File: config.mk
export PLATFORM = sky130hd
export DESIGN_NAME = enemy_missle_ctl_flat
export DESIGN_NICKNAME = d
export VERILOG_FILES = /design/src/rtl/game_pkg.sv /design/src/rtl/enemy_missle_ctl_if.sv /design/src/rtl/rect_overlap.sv /design/src/rtl/enemy_missle_ctl.sv /design/src/flat_wrapper.sv
export SDC_FILE = /design/constraint.sdc
export NUM_CORES = 1
export LEC_CHECK = 0
export BUFFER_PORTS_ARGS = -buffer_cell sky130_fd_sc_hd__buf_2
export CORE_UTILIZATION = 52
export DETAILED_ROUTE_END_ITERATION = 8
export GPL_ROUTABILITY_DRIVEN = 0
export PLACE_DENSITY = 0.88
export SLEW_MARGIN = 20
export SYNTH_ARGS = -nofsm -noshare
export SYNTH_HDL_FRONTEND = slang
export SYNTH_SLANG_ARGS = --single-unit
File: constraint.sdc
create_clock -name pclk -period 3.2 [get_ports pclk]
set_clock_uncertainty 0.2 [all_clocks]
set_input_delay 0.48 -clock pclk [delete_from_list [all_inputs] [get_ports pclk]]
set_output_delay 0.48 -clock pclk [all_outputs]
set_load 0.02 [all_outputs]
File: src/rtl/game_pkg.sv
// rtl/game_pkg.sv - shared screen, ship, missile constants and missile FSM states
package game_pkg;

    localparam int POS_W         = 12;
    localparam int SCREEN_W      = 1024;
    localparam int SCREEN_H      = 768;
    localparam int SHIP_WIDTH    = 48;
    localparam int SHIP_HEIGHT   = 64;
    localparam int SHIP_Y_TOP    = SCREEN_H - SHIP_HEIGHT;
    localparam int MISSLE_WIDTH  = 8;
    localparam int MISSLE_HEIGHT = 16;

    typedef enum logic [1:0] {
        ST_IDLE     = 2'd0,
        ST_FLY      = 2'd1,
        ST_HIT      = 2'd2,
        ST_COOLDOWN = 2'd3
    } missle_state_t;

endpackage

File: src/rtl/enemy_missle_ctl_if.sv
// rtl/enemy_missle_ctl_if.sv - formation/draw side bundle of the enemy missile controller
interface enemy_missle_ctl_if;
    import game_pkg::*;

    logic             fire_req;
    logic [POS_W-1:0] enemy_xpos_in;
    logic [POS_W-1:0] enemy_ypos_in;
    logic [POS_W-1:0] ship_xpos_in;
    logic             ship_dead;
    logic [POS_W-1:0] xpos_out;
    logic [POS_W-1:0] ypos_out;
    logic             on_out;
    logic             ship_hit;
    logic             busy;

    modport master (
        output fire_req, enemy_xpos_in, enemy_ypos_in, ship_xpos_in, ship_dead,
        input  xpos_out, ypos_out, on_out, ship_hit, busy
    );

    modport slave (
        input  fire_req, enemy_xpos_in, enemy_ypos_in, ship_xpos_in, ship_dead,
        output xpos_out, ypos_out, on_out, ship_hit, busy
    );

endinterface

File: src/rtl/rect_overlap.sv
// rtl/rect_overlap.sv - combinational AABB overlap of two 12-bit rectangles
module rect_overlap (
    input  logic [11:0] a_x,
    input  logic [11:0] a_y,
    input  logic [11:0] a_w,
    input  logic [11:0] a_h,
    input  logic [11:0] b_x,
    input  logic [11:0] b_y,
    input  logic [11:0] b_w,
    input  logic [11:0] b_h,
    output logic        overlap
);

    // 13-bit right/bottom edges so an edge near 4095 cannot wrap
    logic [12:0] a_r, a_b, b_r, b_b;

    assign a_r = {1'b0, a_x} + {1'b0, a_w};
    assign a_b = {1'b0, a_y} + {1'b0, a_h};
    assign b_r = {1'b0, b_x} + {1'b0, b_w};
    assign b_b = {1'b0, b_y} + {1'b0, b_h};

    assign overlap = ({1'b0, a_x} < b_r) && ({1'b0, b_x} < a_r) &&
                     ({1'b0, a_y} < b_b) && ({1'b0, b_y} < a_b);

endmodule

File: src/rtl/enemy_missle_ctl.sv
// rtl/enemy_missle_ctl.sv - single enemy missile: launch, descend, ship hit pulse, cooldown
module enemy_missle_ctl
    import game_pkg::*;
#(
    parameter int COUNTER_LIMIT  = 90000,
    parameter int STEP           = 1,
    parameter int Y_LIMIT        = 767,
    parameter int COOLDOWN_LIMIT = 200000
) (
    input  logic               pclk,
    input  logic               rst,
    enemy_missle_ctl_if.slave  bus
);

    localparam int RW = $clog2(COUNTER_LIMIT + 2);
    localparam int CW = $clog2(COOLDOWN_LIMIT + 2);
    localparam logic [RW-1:0]    R_MAX = RW'(COUNTER_LIMIT);
    localparam logic [CW-1:0]    C_MAX = CW'(COOLDOWN_LIMIT);
    localparam logic [POS_W-1:0] Y_LIM = POS_W'(Y_LIMIT);
    localparam logic [POS_W-1:0] Y_INC = POS_W'(STEP);

    missle_state_t    state, state_n;
    logic [RW-1:0]    refresh_cnt, refresh_cnt_n;
    logic [CW-1:0]    cool_cnt, cool_cnt_n;
    logic [POS_W-1:0] xpos_n, ypos_n;
    logic             on_n, hit_n, busy_n;
    logic             overlap;

    // Ship sits on the bottom of the play field, so its box is extended to the
    // end of the coordinate space: any missile row below SHIP_Y_TOP counts.
    rect_overlap u_overlap (
        .a_x     (bus.xpos_out),
        .a_y     (bus.ypos_out),
        .a_w     (12'(MISSLE_WIDTH)),
        .a_h     (12'(MISSLE_HEIGHT)),
        .b_x     (bus.ship_xpos_in),
        .b_y     (12'(SHIP_Y_TOP)),
        .b_w     (12'(SHIP_WIDTH)),
        .b_h     (12'hFFF),
        .overlap (overlap)
    );

    always_comb begin
        state_n       = state;
        refresh_cnt_n = refresh_cnt;
        cool_cnt_n    = cool_cnt;
        xpos_n        = bus.xpos_out;
        ypos_n        = bus.ypos_out;
        on_n          = bus.on_out;
        hit_n         = 1'b0;
        case (state)
            ST_IDLE: begin
                on_n          = 1'b0;
                refresh_cnt_n = '0;
                cool_cnt_n    = '0;
                if (bus.fire_req && !bus.ship_dead) begin
                    xpos_n  = bus.enemy_xpos_in;
                    ypos_n  = bus.enemy_ypos_in;
                    on_n    = 1'b1;
                    state_n = ST_FLY;
                end
            end
            ST_FLY: begin
                if (bus.ship_dead) begin
                    on_n          = 1'b0;
                    refresh_cnt_n = '0;
                    state_n       = ST_IDLE;
                end else if (overlap) begin
                    on_n          = 1'b0;
                    hit_n         = 1'b1;
                    refresh_cnt_n = '0;
                    state_n       = ST_HIT;
                end else if (bus.ypos_out >= Y_LIM) begin
                    on_n          = 1'b0;
                    refresh_cnt_n = '0;
                    state_n       = ST_COOLDOWN;
                end else if (refresh_cnt == R_MAX) begin
                    refresh_cnt_n = '0;
                    ypos_n        = bus.ypos_out + Y_INC;
                end else begin
                    refresh_cnt_n = refresh_cnt + RW'(1);
                end
            end
            ST_HIT: begin
                on_n    = 1'b0;
                state_n = ST_COOLDOWN;
            end
            ST_COOLDOWN: begin
                on_n = 1'b0;
                if (cool_cnt == C_MAX) begin
                    cool_cnt_n = '0;
                    state_n    = ST_IDLE;
                end else begin
                    cool_cnt_n = cool_cnt + CW'(1);
                end
            end
            default: state_n = ST_IDLE;
        endcase
        busy_n = (state_n != ST_IDLE);
    end

    always_ff @(posedge pclk) begin
        if (rst) begin
            state        <= ST_IDLE;
            refresh_cnt  <= '0;
            cool_cnt     <= '0;
            bus.xpos_out <= '0;
            bus.ypos_out <= '0;
            bus.on_out   <= 1'b0;
            bus.ship_hit <= 1'b0;
            bus.busy     <= 1'b0;
        end else begin
            state        <= state_n;
            refresh_cnt  <= refresh_cnt_n;
            cool_cnt     <= cool_cnt_n;
            bus.xpos_out <= xpos_n;
            bus.ypos_out <= ypos_n;
            bus.on_out   <= on_n;
            bus.ship_hit <= hit_n;
            bus.busy     <= busy_n;
        end
    end

endmodule

File: src/flat_wrapper.sv
// flat-port wrapper written by rule: the top's interface ports become plain ports
module enemy_missle_ctl_flat import game_pkg::*;
#(
    parameter int COUNTER_LIMIT  = 90000,
    parameter int STEP           = 1,
    parameter int Y_LIMIT        = 767,
    parameter int COOLDOWN_LIMIT = 200000
)
  (pclk, rst, bus_fire_req, bus_enemy_xpos_in, bus_enemy_ypos_in, bus_ship_xpos_in, bus_ship_dead, bus_xpos_out, bus_ypos_out, bus_on_out, bus_ship_hit, bus_busy);
  enemy_missle_ctl_if bus_i ();
  input  logic pclk;
  input  logic rst;
  input wire logic [$bits(bus_i.fire_req)-1:0] bus_fire_req;
  input wire logic [$bits(bus_i.enemy_xpos_in)-1:0] bus_enemy_xpos_in;
  input wire logic [$bits(bus_i.enemy_ypos_in)-1:0] bus_enemy_ypos_in;
  input wire logic [$bits(bus_i.ship_xpos_in)-1:0] bus_ship_xpos_in;
  input wire logic [$bits(bus_i.ship_dead)-1:0] bus_ship_dead;
  output wire logic [$bits(bus_i.xpos_out)-1:0] bus_xpos_out;
  output wire logic [$bits(bus_i.ypos_out)-1:0] bus_ypos_out;
  output wire logic [$bits(bus_i.on_out)-1:0] bus_on_out;
  output wire logic [$bits(bus_i.ship_hit)-1:0] bus_ship_hit;
  output wire logic [$bits(bus_i.busy)-1:0] bus_busy;
  assign bus_i.fire_req = bus_fire_req;
  assign bus_i.enemy_xpos_in = bus_enemy_xpos_in;
  assign bus_i.enemy_ypos_in = bus_enemy_ypos_in;
  assign bus_i.ship_xpos_in = bus_ship_xpos_in;
  assign bus_i.ship_dead = bus_ship_dead;
  assign bus_xpos_out = bus_i.xpos_out;
  assign bus_ypos_out = bus_i.ypos_out;
  assign bus_on_out = bus_i.on_out;
  assign bus_ship_hit = bus_i.ship_hit;
  assign bus_busy = bus_i.busy;
  enemy_missle_ctl #(.COUNTER_LIMIT(COUNTER_LIMIT), .STEP(STEP), .Y_LIMIT(Y_LIMIT), .COOLDOWN_LIMIT(COOLDOWN_LIMIT)) u_core (.pclk(pclk), .rst(rst), .bus(bus_i));
endmodule
== Word-level counts from Yosys, hierarchy flattened ==
Cells that the tools add are included.
Word-level totals
  bits in latches: 0
  bits in read-only memories: 0
  memory bits (writable): 0
  input bits: 40
  register bits: 64
  output and inout bits: 27
  memories: 0
Cells by class
  add/subtract/negate cells: 6
  reductions and logical operators: 13
  multiplexer cells: 25
  multiply operators: 0
  shift-type cells: 0
  divide/modulo/power cells: 0
  bitwise gates (word level): 1
  eq/ne operators: 11
  $lt $le $gt $ge: 5
Operator list (number)
  $mux W17: 4
  $mux W12: 5
  $pmux W18 S2: 1
  $pmux W17 S2: 1
  $lt A12 B13 Y1: 2
  $pmux W12 S2: 1
  $add A18 B1 Y18 const B: 1
  $eq A18 B18 Y1 const B: 1
  $mux W18: 1
  $add A17 B1 Y17 const B: 1
  $eq A17 B17 Y1 const B: 1
  $add A12 B4 Y13 const B: 1
  $add A12 B5 Y13 const B: 1
  $add A12 B6 Y13 const B: 1
  $lt A10 B13 Y1 const A: 1
  $lt A12 B13 Y1 const B: 1
  $add A12 B1 Y12 const B: 1
  $ge A12 B10 Y1 const B: 1
  $mux W2: 5
  $pmux W2 S4: 1
  $ne A2 B2 Y1 const B: 3
  $reduce_and A6 Y1: 1
  $reduce_bool A2 Y1: 3
  $mux W1: 5
  12 further kinds: 17

== Logic depth before layout (Yosys ltp) ==
Gate-level depths: netlist of the first run.
  depth after elaboration: 9
  mapped depth: 13

== Hierarchy ==
Synthesis of the first run repeated with hierarchy kept, for this count alone.
Second synthesis, totals
  cells, all modules: 794
  area total of the unflattened synthesis: 6343.6 um^2
Modules (own cells, without submodules)
  enemy_missle_ctl: times used 1, area an instance 3310.7 um^2, cells an instance 403, seq. area each 1281.2 um^2
  rect_overlap: times used 1, area an instance 3032.9 um^2, cells an instance 391, seq. area each 0.0 um^2

== Least setup slack after synthesis of the first run ==
OpenSTA, ideal clock, no wires.
  kind: input to register
  from: in bus_ship_xpos_in[4]
  to: reg u_core.bus.ypos_out[1]
  stages on the path: 13
  data arrival time: 2.983 ns
  buffers on the path: 1
  setup time: 0.072 ns
  slack: -0.055 ns
  cell sequence: inv_1 > ha_1 > nor3_1 > xnor2_1 > ha_1 > a21o_1 > a21oi_1 > o211ai_1 > o31ai_1 > a311oi_4 > a21oi_2 > buf_6 > mux2i_1
On the way
  word-level cells in the longest chain between the ends: 7
  elaborated cells between the ends (all ways): 8
  those cells by class: 1 x add/sub; 2 x order compare; 1 x eq/ne; 4 x reduce/logical
RTL lines
  start: declaration: line flat_wrapper.sv:16  | input wire logic [$bits(bus_i.ship_xpos_in)-1:0] bus_ship_xpos_in;
  $add A12 B6 Y13: line rect_overlap.sv:19  | assign b_r = {1'b0, b_x} + {1'b0, b_w};
  $lt A12 B13 Y1: line rect_overlap.sv:22  | assign overlap = ({1'b0, a_x} < b_r) && ({1'b0, b_x} < a_r) &&
  $logic_and A1 B1 Y1 (*) (2 in series): line rect_overlap.sv:22
  $logic_and A1 B1 Y1 (*): line rect_overlap.sv:23  | ({1'b0, a_y} < b_b) && ({1'b0, b_y} < a_b);
  $ne A2 B2 Y1 (no source line) (*)
  $reduce_and A6 Y1 (no source line) (*)
  end signal: assignment: line enemy_missle_ctl.sv:117  | bus.ypos_out <= ypos_n;
  end: declaration: line enemy_missle_ctl_if.sv:23  | output xpos_out, ypos_out, on_out, ship_hit, busy
Mark *: on every way between the ends. The rest lies on a longest branch, timed or not.
A chain may end at the register's enable or synchronous reset.

== Worst setup path in the final report of the first run ==
  from: reg u_core.bus.xpos_out[3]
  to: reg u_core.bus.on_out
On the way
  word-level cells in the longest chain between the ends: 8
  elaborated cells between the ends (all ways): 10
  those cells by class: 1 x add/sub; 2 x order compare; 1 x eq/ne; 3 x mux; 3 x reduce/logical
RTL lines
  start: declaration: line enemy_missle_ctl_if.sv:23
  start signal: assignment: line enemy_missle_ctl.sv:116  | bus.xpos_out <= xpos_n;
  $add A12 B4 Y13: line rect_overlap.sv:17  | assign a_r = {1'b0, a_x} + {1'b0, a_w};
  $lt A12 B13 Y1: line rect_overlap.sv:22
  $logic_and A1 B1 Y1 (*) (2 in series): line rect_overlap.sv:22
  $logic_and A1 B1 Y1 (*): line rect_overlap.sv:23
  $mux W1: line enemy_missle_ctl.sv:68  | end else if (overlap) begin
  $mux W1: line enemy_missle_ctl.sv:64  | if (bus.ship_dead) begin
  $pmux W1 S3: line enemy_missle_ctl.sv:51  | case (state)
  end signal: assignment: line enemy_missle_ctl.sv:118  | bus.on_out <= on_n;
  end: declaration: line enemy_missle_ctl_if.sv:23
Marks and branches as above.

==> metrics.csv, run 1 <==
metric,value,unit
maxCapViolCount,0,
synth_top_area_cell,dfxtp_1,
pre_cts_ws,-0.405,ns
synth_async_sr_flop_share,0,%
clock_path_buffers,2,
status,"complete, no violations",
layout-drive-gt1-share,23.5,%
antenna_found_initial,0,
port-buffer-count,66,
cpLargestDelayFamily,compound AO/OA/AOI/OAI gates,
synth_cell_types,66,
cp_max_fo,4,
die_y,93.0,µm
timing.slew.headroom,29.1,%
finalPower,2.35,mW
seq_area,0.00128,mm²
vias_per_cell,6.13,
grt_pass1_vias,4073,
p_switching,0.796,mW
postLayoutSetupSlackWorst,0.0306,ns
cp_num_buf_inv,2,
p_leak,2.10,nW
layout.nets,685,
cts_tree,built,
p_sw_share,33.8,%
start_kind,flip-flop,
period_minus_slack,3.17,ns
comb_power_share,29.9,%
cts_made_buffers,9,
num_rows,32,
cp_data_required_time,3.28,ns
finalSetupViolCount,0,
cts.sinks,64,
place_area,0.00485,mm²
synth_seq_cells,64,
worstPathArrival,3.25,ns
antennaDiodeCount,0,
multiInputGateArea,0.00291,mm²
yosys_most_used_dff,dfxtp_1,
drtIter0Drc,309,
gr-usage-all-layers,27.0,%
dieArea,0.00864,mm²
power.density,452,mW/mm²
cp_slowest_cell,dfxtp_1,
seqPwrFrac,38.1,%
synth_fp_nets,602,
rsz0062_at_grt,yes,
coreArea,0.00785,mm²
intPower,1.56,mW
worst_slew_pin_slew,1.06,ns
crit_path_start,u_core.bus.xpos_out[3],
clk_pin_slew,0.07,ns
vias,4385,
ctsHoldBuffers,0,
fillers,578,
fin_area,0.00520,mm²
grt_max_degree,27,
grt_first_pass_wirelength,18800,µm
synthTopCellsByArea,"dfxtp_1, ha_1, nand2_1, xor2_1, nor2_1",
peakVddDrop,0.000223,V
r2r-start,u_core.bus.xpos_out[3],
clk_latency,0.35,ns
min-delay-path-class,input port to flip-flop,
syn_avg_cell_area,8.16,µm²
fmax,316,MHz
antenna_left,0,
power.clock.fraction,32.0,%
wl,11800,µm
htree_levels,3,
wl_per_cell,16.4,µm
area_growth,20.9,%
cts-root-buf,clkbuf_8,
endpoint_kind,flip-flop,
final_max_slew_viol_count,0,
yosysWarnings,0,
dp_hpwl,8190,µm
critical-path-max-stage-delay,0.33,ns
worstPathCellList,"ha_1, and3_4, xnor2_1, ha_1, a21o_1, a221oi_2, o211ai_1, nand2_1, a311oi_4, buf_4, buf_4, a211o_1, a21oi_1",
synth_edf_count,0,
holdCritStartpoint,bus_enemy_xpos_in[5],
finalHoldViolCount,0,
die_w,93.0,µm
overflow,0,
drc,0,
synthDominantCellAreaShare,29.8,%
start_util,54.8,%
io_pins,67,
synth-seq-area-share,29.8,%
first_pass_iters,4,
fin_crit_sh,99.0,%
netlist_instances,527,
synth.cell_area,0.00430,mm²
worstSetupPathType,flip-flop to flip-flop,
[worst min-delay path, delay by kind of cell]
family | cells | cell delay, ns
buffers and inverters | 1 | 0.09
AO/OA/AOI/OAI | 1 | 0.05
AND/OR/NAND/NOR | 1 | 0.05
[repair_timing]
item	4_1_cts	5_1_grt
setup buffers	2	3
endpoints found under the setup margin	10	33
pin swaps	1	6
gates resized for setup	3	16
[kinds of logic after synthesis]
| logic type | count (synthesis) | share of synthesized area (%) |
|---|---|---|
| multiplexers | 4 | 0.960 |
| XOR/XNOR | 34 | 6.92 |
| flip-flops | 64 | 29.8 |
| adder cells (fa/ha/maj) | 35 | 10.2 |
| AND/OR/NAND/NOR | 211 | 25.0 |
| AO/OA/AOI/OAI | 131 | 22.6 |
| buffers and inverters | 48 | 4.62 |
[power groups by stage]
| stage | combinational [mW] | clock, mW | sequential [mW] |
|---|---|---|---|
| finish | 0.705 | 0.753 | 0.896 |
| CTS | 0.647 | 0.756 | 0.892 |
| floorplan | 0.398 | 0 | 0.933 |
| global route | 0.763 | 0.801 | 0.900 |
| global placement | 0.599 | 0 | 0.906 |
| detailed placement | 0.625 | 0 | 0.909 |
[layer usage]
metal  track usage [%]  up-vias  routed length [µm]
li1                  -     2106                   -
met1              34.8     2046                5010
met2              44.0      201                5680
met3              3.86       32                 748
met4              13.5        0                 322
met5                 0        -                   0
[flip-flops by register name, summed over array words and instances, names as in the netlist]
signal	count
u_core.refresh_cnt	17
u_core.state	2
u_core.bus.busy	1
u_core.bus.on_out	1
u_core.bus.ypos_out	12
u_core.bus.xpos_out	12
u_core.bus.ship_hit	1
u_core.cool_cnt	18
[cell usage after synthesis (3+ instances only)]
| library cell | n |
|---|---|
| o2111ai_1 | 9 |
| clkbuf_1 | 19 |
| nor4bb_1 | 3 |
| a211oi_1 | 5 |
| nand3_1 | 25 |
| xor2_1 | 20 |
| a22oi_1 | 4 |
| a41oi_1 | 6 |
| nor3_1 | 10 |
| xnor2_1 | 14 |
| dfxtp_1 | 64 |
| o31ai_2 | 8 |
| nor4_1 | 4 |
| nor2b_1 | 6 |
| a32oi_1 | 3 |
| nand4_1 | 9 |
| a21o_1 | 5 |
| nor2_1 | 44 |
| inv_1 | 23 |
| a21oi_1 | 28 |
| o211ai_1 | 9 |
| mux2i_1 | 3 |
| nand2b_1 | 3 |
| a31oi_1 | 11 |
| nand4b_1 | 9 |
| and2_1 | 4 |
| ha_1 | 35 |
| o21ai_0 | 15 |
| nand2_1 | 63 |
| and3_1 | 18 |
[final cells by class]
| type | count | area share, % |
|---|---|---|
| inverters | 25 | 1.80 |
| repair buffers | 95 | 11.2 |
| clock inverters | 4 | 1.35 |
| flip-flops and latches | 64 | 24.7 |
| well taps | 102 | 2.45 |
| multi-input cells | 415 | 55.9 |
| clock buffers | 10 | 2.65 |
[path summary, 6_finish.rpt]
path	end	slack, ns	depth (start not counted)
hold / removal	u_core.bus.xpos_out[5]	0.17	3
setup / recovery	u_core.bus.on_out	0.03	13
setup reg to reg	u_core.bus.on_out	0.03	13
hold reg to reg	u_core.bus.xpos_out[4]	0.30	2
[cells in the final DEF (no fill, tap or decap), types with 8 or more instances in the layout]
| cell | Yosys | final |
|---|---|---|
| xnor2_1 | 14 | 14 |
| nor2_1 | 44 | 44 |
| o31ai_2 | 8 | 8 |
| a21oi_1 | 28 | 26 |
| ha_1 | 35 | 35 |
| a31oi_1 | 11 | 11 |
| clkbuf_8 | 0 | 10 |
| nor3_1 | 10 | 9 |
| nand4b_1 | 9 | 9 |
| and3_1 | 18 | 16 |
| o211ai_1 | 9 | 9 |
| nand2_1 | 63 | 63 |
| nand3_1 | 25 | 24 |
| o21ai_0 | 15 | 15 |
| buf_4 | 1 | 25 |
| inv_1 | 23 | 23 |
| dfxtp_1 | 64 | 62 |
| xor2_1 | 20 | 20 |
| buf_2 | 0 | 66 |
| o2111ai_1 | 9 | 9 |
| nand4_1 | 9 | 9 |
[stage by stage]
| step | std cells | setup TNS (ns) | hold WS [ns] | utilization, % |
|---|---|---|---|---|
| after floorplan | 527 | 0 | 0.251 | - |
| after global placement | 696 | -5.25 | 0.274 | 61.8 |
| after detailed placement | 696 | -9.73 | 0.281 | 61.8 |
| after CTS | 712 | -0.0213 | 0.163 | 64.8 |
| after global routing | 715 | -0.701 | 0.167 | 66.3 |
| final | 715 | 0 | 0.168 | 66.3 |
(Power assumes the default switching activity.)
==> run 2, diff against run 1 <==
--- a/config.mk
+++ b/config.mk
@@ -7,6 +7,7 @@
 export LEC_CHECK = 0
 export BUFFER_PORTS_ARGS = -buffer_cell sky130_fd_sc_hd__buf_2
 export CORE_UTILIZATION = 52
+export CTS_BUF_LIST = sky130_fd_sc_hd__clkbuf_16
 export DETAILED_ROUTE_END_ITERATION = 8
 export GPL_ROUTABILITY_DRIVEN = 0
 export PLACE_DENSITY = 0.88
==> run 2 against run 1 <==
The run now ends with setup timing left. Critical path type unchanged. Worst hold slack better by 0.0075 ns. Critical path depth unchanged. Count of clock-buffer cells in the layout decreased by 1. Largest cell class unchanged. Sequential power about the same. Cell area increased by 3.3%. Total power rose by 12%. Combinational power rose by 3%. First-iteration DRC count down 2.9%. Final cell count is 0.14% higher.
==> metrics.csv, run 2 (synthesis results as in run 1) <==
metric,value,unit
timing.slew.headroom,27.7,%
cp_data_required_time,3.25,ns
power.density,491,mW/mm²
io_pins,67,
seq_area,0.00129,mm²
intPower,1.78,mW
worst_slew_pin_slew,1.08,ns
power.clock.fraction,38.5,%
place_area,0.00485,mm²
clk_latency,0.34,ns
status,finished with violations,
reg2reg_slack,-0.006,ns
cp_max_fo,5,
fmax,312,MHz
gr-usage-all-layers,27.2,%
largest_register,u_core.cool_cnt,
endpoint_kind,flip-flop,
grt_first_pass_wirelength,19000,µm
layout_common_cells,"buf_2, nand2_1, dfxtp_1",
wl_per_cell,17.4,µm
worstPathArrival,3.25,ns
port-buffer-count,66,
drc,0,
coreArea,0.00785,mm²
overflow,0,
die_y,93.0,µm
reg_top3,"u_core.cool_cnt (18), u_core.refresh_cnt (17)",
maxCapViolCount,0,
seqPwrFrac,34.0,%
first_pass_iters,7,
hold_end,u_core.bus.xpos_out[5],
num_rows,32,
grt_pass1_vias,4107,
vias_per_cell,6.28,
ctsHoldBuffers,0,
setup_tns,-0.00556,ns
failed_checks,setup timing,
cts.sinks,64,
cts_made_buffers,9,
finalPower,2.64,mW
antennaDiodeCount,0,
p_sw_share,32.5,%
finalSetupViolCount,1,
htree_levels,3,
p_leak,2.15,nW
largest_reg_flops,18,
antenna_found_initial,0,
fin_crit_sh,100,%
place_inst,696,
dp_hpwl,8190,µm
min-delay-path-class,input port to flip-flop,
grt_max_degree,27,
drtIter0Drc,300,
p_switching,0.858,mW
cts-root-buf,clkbuf_16,
antenna_left,0,
clk_pin_slew,0.06,ns
cts_tree,built,
finalHoldViolCount,0,
period_minus_slack,3.21,ns
layout.nets,686,
start_util,54.8,%
wl,12500,µm
dieArea,0.00864,mm²
vias,4500,
worstSetupPathType,flip-flop to flip-flop,
clock_path_buffers,2,
peakVddDrop,0.000320,V
holdCritStartpoint,bus_enemy_xpos_in[5],
die_w,93.0,µm
fillers,539,
final_common_cell,buf_2,
r2r_cells,13,
postLayoutSetupSlackWorst,-0.00556,ns
start_kind,flip-flop,
comb_power_share,27.5,%
area_growth,24.9,%
r2r-end,u_core.bus.ypos_out[6],
rsz0062_at_grt,yes,
fin_util,68.5,%
hold_depth,3,
fin_area,0.00537,mm²
final_max_slew_viol_count,0,
r2r-start,u_core.bus.xpos_out[4],
multiInputGateArea,0.00297,mm²
final_cell_count_no_fill,716,
layout-drive-gt1-share,25.1,%
==> run 2: worst max path at each step <==
stage	startpoint	endpoint	slack, ns	cells after the start
floorplan	bus_ship_xpos_in[4]	u_core.bus.ypos_out[1]	0.07	13
global placement	bus_ship_xpos_in[4]	u_core.bus.busy	-0.20	13
detailed placement	bus_ship_xpos_in[4]	u_core.refresh_cnt[12]	-0.40	13
CTS	u_core.bus.xpos_out[3]	u_core.refresh_cnt[16]	0.01	12
global route	u_core.bus.xpos_out[4]	u_core.refresh_cnt[1]	-0.07	13
finish	u_core.bus.xpos_out[4]	u_core.bus.ypos_out[6]	-0.006	13
==> run 2: per-layer routing <==
metal  share of wire (%)  global-route usage [%]
met1                  43                    34.7
met3                 6.5                    4.02
met4                 2.0                    12.9
met2                  49                    44.9
met5                   0                       0
==> run 2: power groups by stage <==
stage	Combinational (mW)	Clock, mW	Sequential, mW
after floorplan	0.398	0	0.933
after global placement	0.599	0	0.906
after detailed placement	0.625	0	0.909
after CTS	0.643	1.01	0.894
after global routing	0.774	1.05	0.902
final	0.725	1.02	0.898
==> run 2: area by class of cell <==
type / count / share of cell area [%]
Sequential cell: 64 / 24.0
Multi-Input combinational cell: 415 / 55.2
Tap cell: 102 / 2.38
Timing Repair Buffer: 96 / 11.1
Inverter: 25 / 1.75
Clock inverter: 5 / 1.37
Clock buffer: 9 / 4.19
==> run 2: what timing repair did <==
item,in CTS,in global routing
setup endpoints to repair,14,32
endpoints found under the hold margin,0,0
pin swaps,2,13
setup buffers,3,2
gates cloned,0,1
resized for setup,5,29
==> run 2: metrics by stage <==
step	hold slack, ns	setup slack (ns)
floorplan	0.251	0.0682
CTS	0.184	0.0143
global route	0.178	-0.0742
global placement	0.274	-0.202
finish	0.176	-0.00556
detailed placement	0.281	-0.405
==> run 2: critical path: stages (launching register included) <==
cell and delay, ns:
dfxtp_4 0.37, and3_4 0.20, nand3_4 0.09, xor2_1 0.17, ha_1 0.36, and3_4 0.23, o2111ai_1 0.11, o211ai_1 0.23
nand2_2 0.11, a311oi_4 0.37, buf_4 0.20, a21oi_4 0.08, buf_12 0.18, o31ai_2 0.22
==> run 3, diff against run 2 <==
--- a/config.mk
+++ b/config.mk
@@ -6,6 +6,8 @@
 export NUM_CORES = 1
 export LEC_CHECK = 0
 export BUFFER_PORTS_ARGS = -buffer_cell sky130_fd_sc_hd__buf_2
+export CORE_ASPECT_RATIO = 0.7
+export CORE_MARGIN = 4
 export CORE_UTILIZATION = 52
 export CTS_BUF_LIST = sky130_fd_sc_hd__clkbuf_16
 export DETAILED_ROUTE_END_ITERATION = 8
==> run 3 against run 2 <==
The run still ends with setup timing left. Cell area increased by 3.8%. Combinational power is 13% higher. Critical path depth up 4. Register-to-register slack worse by 0.08 ns. Global-route usage down 1.1 points. Routed wire length grew 20%. Largest cell class unchanged.
==> metrics.csv, run 3 (synthesis results as in run 1) <==
metric,value,unit
fin_hold_ws,0.185,ns
antennaDiodeCount,0,
seq_area,0.00129,mm²
vias,4928,
maxCapViolCount,0,
coreArea,0.00797,mm²
first_pass_iters,5,
cts_made_buffers,9,
io_pins,67,
cpLargestDelayFamily,compound AO/OA/AOI/OAI gates,
seqPwrFrac,33.8,%
status,finished with violations,
drc,0,
layout_common_cells,"buf_2, nand2_1, dfxtp_1",
die_y,84.1,µm
r2r_cells,16,
comb_power_share,30.7,%
area_growth,29.7,%
dp_hpwl,8720,µm
fillers,510,
hold_depth,3,
cts-root-buf,clkbuf_16,
p_sw_share,34.9,%
drtIter0Drc,848,
cp_slowest_cell,ha_1,
critical_path.most_common_cell,buf_6,
grt_pass1_vias,4342,
r2r-start,u_core.bus.xpos_out[3],
timing.slew.headroom,37.9,%
cp_data_required_time,3.21,ns
layout-drive-gt1-share,28.8,%
fin_crit_sh,103,%
grt_max_degree,26,
fmax,303,MHz
p_switching,0.935,mW
overflow,0,
clk_pin_slew,0.05,ns
finalHoldViolCount,0,
multiInputGateArea,0.00309,mm²
intPower,1.75,mW
power.clock.fraction,35.5,%
power.density,481,mW/mm²
final_common_cell,buf_2,
p_leak,2.21,nW
hold_end,u_core.bus.xpos_out[9],
rsz0062_at_grt,yes,
cp_max_fo,4,
num_rows,27,
start_util,54.0,%
peakVddDrop,0.000260,V
antenna_left,0,
postLayoutSetupSlackWorst,-0.0991,ns
port-buffer-count,66,
r2r-end,u_core.state[0],
setup_tns,-0.743,ns
min-delay-path-class,input port to flip-flop,
finalSetupViolCount,20,
endpoint_kind,flip-flop,
failed_checks,setup timing,
worst_slew_pin_slew,0.924,ns
worstPathCellList,"buf_2, inv_1, ha_1, nor3_2, xnor2_1, ha_1, a21o_1, a21oi_2, o211ai_1, o31ai_2, buf_4, a311oi_4, buf_6, buf_6, buf_6, a211oi_4, o22ai_1",
cp_num_buf_inv,6,
holdCritStartpoint,bus_enemy_xpos_in[9],
start_kind,input port,
largest_reg_flops,18,
worstSetupPathType,input port to flip-flop,
critical-path-max-stage-delay,0.28,ns
dieArea,0.00981,mm²
vias_per_cell,6.78,
final_max_slew_viol_count,0,
place_inst,702,
gr-usage-all-layers,26.2,%
ctsHoldBuffers,0,
wl,15000,µm
cts_tree,built,
wl_per_cell,20.7,µm
final_cell_count_no_fill,727,
htree_levels,3,
cts.sinks,64,
layout.nets,697,
largest_register,u_core.cool_cnt,
grt_first_pass_wirelength,20800,µm
reg_top3,"u_core.cool_cnt (18), u_core.refresh_cnt (17)",
die_w,117,µm
crit_path_start,bus_ship_xpos_in[4],
period_minus_slack,3.30,ns
worstPathArrival,3.31,ns
clk_latency,0.34,ns
clock_path_buffers,2,
reg2reg_slack,-0.09,ns
antenna_found_initial,0,
==> run 3: cell types whose count changed in the layout (fill, tap and decap cells not counted), sizes merged <==
| cell | change |
|---|---|
| bufinv | -1 |
| clkinvlp | +1 |
| clkinv | -1 |
| inv | +2 |
| buf | +11 |
==> run 3: worst min-delay path: cells and delay by family <==
family                 cells  cell delay (ns)
AOI/OAI and AO/OA          1             0.05
and+or+nand+nor            1             0.04
buffers and inverters      1             0.09
==> run 3: worst max path at each step <==
stage	end	slack, ns	cells past startpoint
finish	u_core.state[0]	-0.1	17
global route	u_core.bus.on_out	-0.22	17
CTS	u_core.bus.busy	0.007	15
detailed placement	u_core.refresh_cnt[10]	-0.32	14
global placement	u_core.bus.busy	-0.19	13
floorplan	u_core.bus.ypos_out[1]	0.07	13
==> run 3: cell type report <==
class / instances / share of cell area [%]
flip-flops and latches: 64 / 23.1
multi-input cells: 415 / 55.3
clock buffers: 9 / 4.04
repair buffers: 107 / 12.6
clock inverters: 6 / 0.965
inverters: 25 / 1.68
well taps: 101 / 2.27
==> run 3: routing by layer <==
layer	track usage (%)	vias up	part of all wire (%)
met5	0	-	0
met3	7.32	94	10
met2	40.8	393	46
li1	-	2135	-
met1	34.7	2306	39
met4	8.65	0	4.5
==> run 3: power by group through the flow <==
stage,sequential [mW],clock [mW],combinational (mW)
after floorplan,0.933,0,0.398
after global placement,0.908,0,0.616
after detailed placement,0.911,0,0.636
after CTS,0.896,0.936,0.689
after global routing,0.911,0.983,0.868
final,0.907,0.951,0.822
==> run 3: stage by stage <==
step	instance area [µm²]	total power, mW	util (%)	worst slack (ns)
2_1_floorplan	4310	1.33	-	0.0682
3_3_place_gp	4890	1.52	61.3	-0.185
3_5_place_dp	4890	1.55	61.3	-0.322
4_1_cts	5270	2.52	66.1	0.00688
5_1_grt	5580	2.76	70.0	-0.217
6_report	5580	2.68	70.0	-0.0991
==> run 3: what timing repair did <==
action | CTS | global route
gates cloned | 0 | 1
pin swaps | 8 | 30
setup endpoints to repair | 29 | 33
resized for setup | 19 | 49
buffers inserted | 2 | 8
hold endpoints to repair | 0 | 0
